`src/rtl/joint_servo_driver.sv`:
```
// rtl/joint_servo_driver.sv - two-joint hobby-servo PWM driver with per-frame slew limiting
// Angles arrive as Q16.16 degrees; each frame moves the joints at most SLEW_DEG toward the target.
module joint_servo_driver #(
  parameter int unsigned CLKS_PER_US  = 50,
  parameter int unsigned PERIOD_US    = 20000,
  parameter int unsigned MIN_PULSE_US = 1000,
  parameter int unsigned MAX_PULSE_US = 2000,
  parameter int unsigned SLEW_DEG     = 2
) (
  input  logic        i_clk,
  input  logic        i_reset,
  input  logic        i_enable,
  input  logic        i_cmd_valid,
  output logic        o_cmd_ready,
  input  logic [31:0] i_q_theta_1,
  input  logic [31:0] i_q_theta_2,
  output logic        o_pwm_1,
  output logic        o_pwm_2,
  output logic [7:0]  o_pos_deg_1,
  output logic [7:0]  o_pos_deg_2,
  output logic        o_settled,
  output logic        o_frame_tick
);

  localparam logic [31:0] PERIOD_TICKS = 32'(PERIOD_US * CLKS_PER_US);
  localparam logic [31:0] MIN_TICKS    = 32'(MIN_PULSE_US * CLKS_PER_US);
  localparam logic [31:0] STEP_TICKS   = 32'(((MAX_PULSE_US - MIN_PULSE_US) * CLKS_PER_US) / 180);
  localparam logic [7:0]  SLEW         = 8'(SLEW_DEG);
  localparam logic [7:0]  HOME_DEG     = 8'd90;
  localparam logic [31:0] HOME_WIDTH   = MIN_TICKS + 32'd90 * STEP_TICKS;

  typedef enum logic {S_IDLE, S_RUN} state_t;

  state_t      r_state;
  state_t      w_next_state;
  logic        w_frame_upd;
  logic        w_accept;
  logic        r_cmd_seen;
  logic [31:0] r_counter;
  logic [7:0]  r_tgt_1, r_tgt_2;
  logic [7:0]  r_cur_1, r_cur_2;
  logic [31:0] r_width_1, r_width_2;
  logic [7:0]  w_new_cur_1, w_new_cur_2;

  // Floor to integer degrees (arithmetic shift), then clamp to the servo range.
  function automatic logic [7:0] to_deg(input logic [31:0] q);
    logic signed [31:0] d;
    d = $signed(q) >>> 16;
    if (d < 0)
      return 8'd0;
    else if (d > 180)
      return 8'd180;
    else
      return d[7:0];
  endfunction

  function automatic logic [7:0] slew_step(input logic [7:0] cur, input logic [7:0] tgt);
    if (tgt > cur)
      return ((tgt - cur) > SLEW) ? cur + SLEW : tgt;
    else
      return ((cur - tgt) > SLEW) ? cur - SLEW : tgt;
  endfunction

  assign o_cmd_ready = ~i_reset;
  assign w_accept    = i_cmd_valid & ~i_reset;

  assign w_new_cur_1 = slew_step(r_cur_1, r_tgt_1);
  assign w_new_cur_2 = slew_step(r_cur_2, r_tgt_2);

  always_ff @(posedge i_clk) begin
    if (i_reset)
      r_state <= S_IDLE;
    else
      r_state <= w_next_state;
  end

  always_comb begin
    w_next_state = r_state;
    w_frame_upd  = 1'b0;
    case (r_state)
      S_IDLE: begin
        if (i_enable && (r_cmd_seen || w_accept)) begin
          w_next_state = S_RUN;
          w_frame_upd  = 1'b1;
        end
      end
      S_RUN: begin
        if (!i_enable)
          w_next_state = S_IDLE;
        else if (r_counter == PERIOD_TICKS - 32'd1)
          w_frame_upd = 1'b1;
      end
      default: w_next_state = S_IDLE;
    endcase
  end

  // Targets use the pre-edge value on a frame update, so a command on that edge lands next frame.
  always_ff @(posedge i_clk) begin
    if (i_reset) begin
      r_cmd_seen <= 1'b0;
      r_counter  <= 32'd0;
      r_tgt_1    <= HOME_DEG;
      r_tgt_2    <= HOME_DEG;
      r_cur_1    <= HOME_DEG;
      r_cur_2    <= HOME_DEG;
      r_width_1  <= HOME_WIDTH;
      r_width_2  <= HOME_WIDTH;
    end else begin
      if (w_accept) begin
        r_tgt_1    <= to_deg(i_q_theta_1);
        r_tgt_2    <= to_deg(i_q_theta_2);
        r_cmd_seen <= 1'b1;
      end
      if (w_frame_upd) begin
        r_cur_1   <= w_new_cur_1;
        r_cur_2   <= w_new_cur_2;
        r_width_1 <= MIN_TICKS + {24'd0, w_new_cur_1} * STEP_TICKS;
        r_width_2 <= MIN_TICKS + {24'd0, w_new_cur_2} * STEP_TICKS;
      end
      if (w_next_state == S_IDLE || r_state == S_IDLE || r_counter == PERIOD_TICKS - 32'd1)
        r_counter <= 32'd0;
      else
        r_counter <= r_counter + 32'd1;
    end
  end

  assign o_pwm_1      = (r_state == S_RUN) && (r_counter < r_width_1);
  assign o_pwm_2      = (r_state == S_RUN) && (r_counter < r_width_2);
  assign o_frame_tick = (r_state == S_RUN) && (r_counter == 32'd0);
  assign o_settled    = (r_cur_1 == r_tgt_1) && (r_cur_2 == r_tgt_2);
  assign o_pos_deg_1  = r_cur_1;
  assign o_pos_deg_2  = r_cur_2;

endmodule

```
`config.mk`:
```
export PLATFORM = sky130hd
export DESIGN_NAME = joint_servo_driver
export DESIGN_NICKNAME = d
export VERILOG_FILES = /design/src/rtl/joint_servo_driver.sv
export SDC_FILE = /design/constraint.sdc
export NUM_CORES = 1
export LEC_CHECK = 0
export ABC_CLOCK_PERIOD_IN_PS = 7400
export BUFFER_PORTS_ARGS = -buffer_cell sky130_fd_sc_hd__buf_4
export CORE_AREA = 8 8 169 155
export DETAILED_ROUTE_END_ITERATION = 8
export DIE_AREA = 0 0 177 163
export PLACE_DENSITY = 0.58
export SYNTH_ARGS = -nofsm -noshare
export SYNTH_HDL_FRONTEND = slang
export SYNTH_SLANG_ARGS = --single-unit
```
`constraint.sdc`:
```
create_clock -name i_clk -period 7.4 [get_ports i_clk]
set_input_delay 0.37 -clock i_clk [delete_from_list [all_inputs] [get_ports i_clk]]
set_output_delay 0.37 -clock i_clk [all_outputs]
set_load 0.005 [all_outputs]
```
==> results_dict.tcl <==
set metrics [dict create \
    synth_commonest_cells "ha_1 (143), inv_1 (120), dfxtp_1 (98)" \
    vias 7505 \
    min_from "i_q_theta_1[31]" \
    crit_path_max_fanout 9 \
    finalPower_mw 3.575 \
    crit_cells 26 \
    rr_endpoint "r_width_2[15]" \
    final_max_slew_viol_count 0 \
    multi_input_area_mm2 0.006195 \
    synth_most_common_cell "ha_1" \
    start_kind "flop" \
    r2r_slack_ps 420 \
    drt_wl_total_um 20960 \
    numCtsBuffers 9 \
    grt-ovfl-total 0 \
    r2r-start "o_pos_deg_2[1]" \
    synth_area_leaders "dfxtp_1 (22%), ha_1 (20%), inv_1 (5.2%)" \
    avgViaCountPerCell 5.197 \
    min_path_type "in -> reg" \
    syn_nets 1307 \
    grt.total_usage_pct 14.59 \
    synth-edff-count 0 \
    worst_path_largest_cell_delay_ps 550 \
    synthArstFlopShare_pct 0 \
    synth_top_area_share_pct 22.45 \
    setup_viol 0 \
    rsz0062_at_grt "true" \
    io-pin-count 89 \
    core_area_mm2 0.02314 \
    final_cells 1444 \
    finalSetupTns_ps 0 \
    fin_skew_ps 11.69 \
    synth_warnings 0 \
    worstPathRequired_ps 7680 \
    insertion_delay_ps 350 \
    powerDensity_mw_per_mm2 358.8 \
    yosysSeqAreaShare_pct 22.45 \
    die_h_um 163 \
    cts_buffer_depth 2 \
    crit_start "o_pos_deg_2[1]" \
    finalCritPeriodShare_pct 94.29 \
    cts_num_sinks 98 \
    diodes 0 \
    p_leak_nw 4.609 \
    critical-path-top-delay-family "compound AO/OA/AOI/OAI gates" \
    die-area_mm2 0.02885 \
    max_freq_mhz 143.3 \
    path_class "reg -> reg" \
    layout.nets 1369 \
    grt_pass1_vias 7161 \
    syn_inst 1075 \
    synth.distinct_cells 78 \
    portBuffers 56 \
    start_util_pct 37.75 \
    grt_pass1_wl_um 35310 \
    ys_ff_latch 98 \
    worstMarginPinSlew_ps 1061 \
    drive_gt1_share_pct 11.47 \
    htreeDepth 3 \
    grt_start_max_net_pins 56 \
    drt_iter0_markers 348 \
    path_buf_inv 3 \
    finalHoldViolCount 0 \
    clock-root-buffer "clkbuf_16" \
    regArea_mm2 0.001963 \
    netlist_area_mm2 0.008737 \
    rows 53 \
    yosysTopAreaCell "dfxtp_1" \
    maxCapViolCount 0 \
    gp_congestion 0.8737 \
    fillerInstances 2386 \
    cp.arrival_ps 7260 \
    syn_area_per_cell_um2 8.128 \
    wire_per_inst_um 14.52 \
    end_kind "flop" \
    antenna_found_initial 0 \
    dr.pass1.iters 5 \
    ir_worst_vdd_uv 288.7 \
    dieWidth_um 177 \
    ff2ff_path_depth 26 \
    min_path_cells 2 \
    antenna_left 0 \
    synth_flop_cell "dfxtp_1" \
    dpl.hpwl_um 16440 \
    area_growth_pct 14.03 \
    fin_crit_ps 6978 \
    place_inst 1427 \
    clk_pin_slew_ps 70 \
    slew_headroom_pct 29.25 \
    cp_slowest_cell "a2111o_1" \
    status "finished clean" \
    drc 0 \
    tritoncts "built" \
    hold_path_end "r_tgt_1[4]" \
]
-- through the flow --
step | util, % | setup WS, ps | hold WS, ps | area [um^2]
detailed placement | 41.55 | 139.3 | 444.2 | 9615
CTS | 42.95 | 76.82 | 224.8 | 9940
global route | 43.05 | -48.57 | 225.6 | 9963
finish | 43.05 | 422.2 | 236.9 | 9963
floorplan | - | 731.5 | 431.9 | 8737
global placement | 41.55 | 239.1 | 442.0 | 9615
-- worst reg2reg max path: stages (launching register included) --
cell and delay, ps:
dfxtp_2 430, inv_1 190, ha_1 360, nor2b_1 130
o21ai_0 230, a21oi_1 140, or4_1 470, a2111o_1 550
mux2i_4 350, a22oi_1 160, nand2_1 210, inv_1 140
ha_1 340, fa_1 500, fa_1 500, ha_1 350
inv_1 90, o21ai_0 90, a21oi_1 220, o21bai_1 110
a21oi_2 210, o21ai_0 180, or3_1 360, a21oi_2 210
xnor2_1 140, nand2_1 70, a21oi_1 170
-- layer usage --
| metal | up-vias | track usage [%] | routed length [um] |
|---|---|---|---|
| met3 | 8 | 2.364 | 664 |
| met5 | - | 0 | 0 |
| met1 | 3490 | 19.93 | 10510 |
| met4 | 0 | 2.405 | 125 |
| li1 | 3908 | - | - |
| met2 | 99 | 24.05 | 9659 |
-- kinds of logic (layout without fill, tap and decap cells) --
| logic type | Yosys count | in the layout | share of synthesized area, % |
|---|---|---|---|
| simple gates | 320 | 320 | 17.26 |
| mux | 7 | 7 | 0.9738 |
| fa+ha+maj | 167 | 167 | 25.65 |
| compound gates | 263 | 263 | 20.32 |
| buf+inv | 157 | 224 | 7.031 |
| xor+xnor | 63 | 63 | 6.315 |
| flops | 98 | 98 | 22.45 |
-- final cells by class --
type	instances	share of cell area (%)
sequential	98	19.70
clock buffer	9	2.260
timing repair buffer	86	6.480
tap	302	3.793
clock inverter	7	0.9921
multi-input combinational	820	62.18
inverter	122	4.596
-- repair_timing --
action	in CTS	in global routing
gates resized for setup	0	7
hold buffers	0	0
buffers inserted	0	1
hold endpoints to repair	0	0
setup endpoints to repair	0	8
-- cells in the final DEF, fill, tap and decap left out, types with 25 or more instances in the layout --
master and n:
buf_4 86, xnor2_1 34, inv_1 120, nor2_1 91, nand3_1 34, nand2_1 95
o21ai_0 30, xor2_1 29, dfxtp_1 97, a21o_1 25, ha_1 143, a21oi_1 80
-- flip-flops by register name, summed over array words and instances (netlist names) --
register	count
r_counter	32
o_pos_deg_1	8
r_state	1
r_cmd_seen	1
r_width_2	16
r_width_1	16
r_tgt_2	8
r_tgt_1	8
o_pos_deg_2	8
-- worst max-delay path by stage --
stage,endpoint
after detailed placement,r_width_2[15]
after CTS,r_width_2[15]
after floorplan,r_width_2[15]
after global routing,r_width_2[15]
after global placement,r_width_2[15]
final,r_width_2[15]
-- power by group --
group | total, mW | switching (mW) | internal, mW
combinational | 2.44 | 1.32 | 1.12
sequential | 0.613 | 0.0321 | 0.581
clock | 0.522 | 0.223 | 0.300
No activity file was read; power rests on OpenSTA's default activity.
